`src/rtl/serial_add_pkg.sv`:
```
// Shared types and constants for the serial adder transaction sequencer.
package serial_add_pkg;

    typedef enum logic [1:0] {
        IDLE = 2'd0,
        LOAD = 2'd1,
        RUN  = 2'd2,
        HOLD = 2'd3
    } state_t;

    localparam int D_W_DEF        = 4;
    localparam int RUN_CYCLES_DEF = 6;

    // Run counter stops at run_cycles-1, so this width never wraps.
    function automatic int cnt_width(input int run_cycles);
        return $clog2(run_cycles + 1);
    endfunction

endpackage

```
`src/rtl/serial_add_seq.sv`:
```
// Feeds operand pairs to a serial adder, pulses its reset to load it,
// waits a fixed number of run cycles and holds the result for downstream.
module serial_add_seq
    import serial_add_pkg::*;
#(
    parameter int D_W        = D_W_DEF,
    parameter int RUN_CYCLES = RUN_CYCLES_DEF
) (
    input  logic           clk,
    input  logic           reset,
    input  logic           in_valid,
    output logic           in_ready,
    input  logic [D_W-1:0] in_a,
    input  logic [D_W-1:0] in_b,
    output logic [D_W-1:0] add_a,
    output logic [D_W-1:0] add_b,
    output logic           add_reset,
    input  logic [D_W:0]   add_sum,
    input  logic           add_cout,
    output logic           res_valid,
    input  logic           res_ready,
    output logic [D_W:0]   res_sum,
    output logic           res_cout,
    output logic           busy
);

    localparam int            CW       = cnt_width(RUN_CYCLES);
    localparam logic [CW-1:0] CNT_LAST = CW'(RUN_CYCLES - 1);

    state_t        state;
    logic [CW-1:0] cnt;
    logic          accept;

    // A held result may be replaced in the same edge it is consumed.
    assign in_ready = (state == IDLE) || (state == HOLD && res_ready);
    assign accept   = in_valid && in_ready;
    assign busy     = (state != IDLE);

    always_ff @(posedge clk or posedge reset) begin
        if (reset) begin
            state     <= IDLE;
            add_reset <= 1'b1;
            add_a     <= '0;
            add_b     <= '0;
            cnt       <= '0;
            res_valid <= 1'b0;
            res_sum   <= '0;
            res_cout  <= 1'b0;
        end else begin
            case (state)
                IDLE: add_reset <= 1'b0;
                LOAD: begin
                    add_reset <= 1'b0;
                    cnt       <= '0;
                    state     <= RUN;
                end
                RUN: begin
                    if (cnt == CNT_LAST) begin
                        res_sum   <= add_sum;
                        res_cout  <= add_cout;
                        res_valid <= 1'b1;
                        state     <= HOLD;
                    end else begin
                        cnt <= cnt + CW'(1);
                    end
                end
                HOLD: begin
                    if (res_valid && res_ready) begin
                        res_valid <= 1'b0;
                        state     <= IDLE;
                    end
                end
                default: state <= IDLE;
            endcase
            // Accept overrides the per-state updates above (IDLE or HOLD only).
            if (accept) begin
                add_a     <= in_a;
                add_b     <= in_b;
                add_reset <= 1'b1;
                state     <= LOAD;
            end
        end
    end

endmodule

```
`config.mk`:
```
export PLATFORM = sky130hd
export DESIGN_NAME = serial_add_seq
export DESIGN_NICKNAME = d
export VERILOG_FILES = /design/src/rtl/serial_add_pkg.sv /design/src/rtl/serial_add_seq.sv
export SDC_FILE = /design/constraint.sdc
export NUM_CORES = 1
export LEC_CHECK = 0
export CORE_ASPECT_RATIO = 1.5
export CORE_MARGIN = 2
export CORE_UTILIZATION = 47
export CTS_CLUSTER_DIAMETER = 60
export DETAILED_ROUTE_END_ITERATION = 8
export PLACE_DENSITY = 0.8
export SLEW_MARGIN = 15
export SYNTH_ARGS = -nofsm -noshare
export SYNTH_HDL_FRONTEND = slang
export SYNTH_SLANG_ARGS = --single-unit
```
`constraint.sdc`:
```
create_clock -name clk -period 2.6 [get_ports clk]
set_input_delay 0.65 -clock clk [delete_from_list [all_inputs] [get_ports clk]]
set_output_delay 0.65 -clock clk [all_outputs]
set_load 0.01 [all_outputs]
```
==> summary.md <==
| Metric | Value |
|---|---|
| Final hold violation count | 0 |
| Most frequent cells in the layout | 35 x clkdlybuf4s50_1, 20 x dfrtp_1, 10 x inv_1 |
| Yosys Warn Count | 0 |
| Fin nets | 147 |
| 1st-iter DRT viols | 13 |
| CP peak stage delay | 0.53 ns |
| Mapped Nets | 109 |
| Largest net degree at the start of global routing | 22 |
| Gr ovfl total | 0 |
| Slew margin rel. | 49.1% |
| Worst hold path class | flop to flop |
| Final setup vio count | 0 |
| Place WS | 0.100 ns |
| CTS root buf | clkbuf_4 |
| Worst Path Required | 1.95 ns |
| PostCTS Resize Cnt | 0 |
| Syn Area/Cell | 12.4 um2 |
| CP max-delay cell | clkdlybuf4s50_1 |
| CTS Buffer Depth | 2 |
| ANT cells | 0 |
| Gpl congestion | 0.692 |
| Syn Inst Count | 84 |
| Sequential area share after synthesis | 50.7% |
| Peak Freq | 400 MHz |
| Critical-path cell list | clkdlybuf4s50_1 -> a21o_4 -> clkdlybuf4s50_1 |
| Critical path type | input port to output pin |
| Final setup skew | 0.00263 ns |
| RSZ-0062 raised after global routing | false |
| Mapped Area | 1040 um2 |
| Routed WL | 2100 um |
| CTS Buf Count | 3 |
| Die Wd | 42.4 um |
| Critical path capture point type | output pin |
| DR DRC count | 0 |
| Post-synth top area share | 48.2% |
| IO buf count | 35 |
| CP startpoint kind | input port |
| Initial antenna violation count | 0 |
| P_leak | 0.652 nW |
| Top cell by count, worst path | clkdlybuf4s50_1 |
| Initial core utilization | 50.6% |
| Share of layout cells above drive strength 1 | 18.2% |
| H-Tree Depth | 1 |
| Vias per std cell | 5.28 |
| Tmin final | 2.50 ns |
| # hold bufs at CTS | 0 |
| # clock sinks | 21 |
| Vias in the first global route | 779 |
| Worst EP arrival | 1.85 ns |
| GRT Resource Usage Total | 18.2% |
| Area grow syn2layout | 37.5% |
| Unique masters post-synth | 24 |
| HPWL Detailed | 1680 um |
| Maxcap violations | 0 |
| Die footprint | 2610 um2 |
| Actual slew at the worst max-slew pin | 0.763 ns |
| Final worst setup slack | 0.0989 ns |
| Post-route setup TNS | 0 ns |
| Clock Latency Late Sink | 0.30 ns |
| Top cells by area, synth | dfrtp_1 48%, mux2_2 9.8%, mux2_4 8.7%, ha_1 8.4%, inv_1 3.6% |
| First-pass GRT wire length | 3560 um |
| Vias post-DR | 755 |
| Max rail drop VDD | 597 uV |
| Core Rows | 20 |
| Register bit total from synthesis | 21 |
| Avg WL per Cell | 14.7 um |
| Status | finished clean |
| Slew Viols, Final | 0 |
| Drt first pass iters | 4 |
| CP Max Fanout | 6 |
| Final ANT Viol Nets | 0 |
| TritonCTS clock tree | built |
| Post-CTS Setup Bufs | 0 |
| Most common cell after layout, fill and taps aside | clkdlybuf4s50_1 |
| Leading area contributor after synthesis | dfrtp_1 |
| Final worst-path cycle share | 96.2% |
| Core footprint | 2050 um2 |
| Worst-path clk slew | 0.11 ns |
| I/O pin count | 36 |
| Die H | 61.6 um |
| Power per Cell Area | 1170 nW/um2 |
[logic make-up after synthesis]
logic type,share of synthesized area (%)
compound gates,10.4
buf+inv,5.18
fa+ha+maj,8.43
flops,50.7
simple gates,5.90
mux,19.4
[per-stage QoR]
stage          area, um2  hold WS, ns  total power, mW  utilization (%)  instances
6_report            1430        0.486             1.68             69.6        143
4_1_cts             1430        0.492             1.70             69.6        143
3_5_place_dp        1400        0.475             1.55             68.2        139
2_1_floorplan       1040        0.465             1.13                -         84
3_3_place_gp        1400        0.446             1.49             68.2        139
5_1_grt             1430        0.516             1.82             69.6        143
[worst paths after layout]
path	from	endpoint	slack (ns)	cells past startpoint
setup / recovery	res_ready	in_ready	0.1	3
hold / removal	add_reset	add_reset	0.49	2
setup reg to reg	state[0]	state[1]	0.82	5
hold reg to reg	add_reset	add_reset	0.49	2
max in group asynchronous	reset	cnt[2]	1.36	2
min in group asynchronous	reset	add_a[1]	0.77	2
[area by class of cell]
class	instances	area, um2
multi-input cells	51	458
well taps	22	27.5
repair buffers	35	350
clock buffers	3	22.5
fillers	157	624
flip-flops and latches	21	527
clock inverters	1	5.00
inverters	10	37.5
[Yosys cell counts]
cell / count
a211oi_1: 1
a21o_4: 1
a21oi_1: 6
a221o_1: 1
a221oi_1: 1
a41o_1: 1
and2_4: 1
buf_6: 1
clkbuf_2: 1
dfrtp_1: 20
dfstp_2: 1
ha_1: 7
inv_1: 10
mux2_2: 9
mux2_4: 6
mux2i_1: 1
nand2_1: 6
nand2b_1: 1
nand3_1: 2
nor2_1: 2
nor2b_1: 1
o21ai_0: 1
o22ai_1: 2
o31a_1: 1
[worst max-delay path, delay by kind of cell]
kind | cells | cell delay [ns]
compound gates | 1 | 0.16
buf+inv | 2 | 1.04
[layer usage]
metal	GRT usage [%]	up-vias	wire (um)
met1	22.4	360	817
met3	2.64	4	117
met5	0	-	0
met2	32.7	28	1140
met4	6.70	0	26
li1	-	363	-
[where the power goes]
part	internal, mW	switching, mW
Combinational	0.557	0.386
Sequential	0.484	0.0952
Clock	0.0573	0.0955
Total	1.10	0.577
[sequential cells by signal (all words and copies together), names as in the netlist]
signal and count:
add_b 4, add_a 4, res_valid 1, state 2, add_reset 1, res_sum 5, res_cout 1, cnt 3
(Power assumes the default switching activity.)
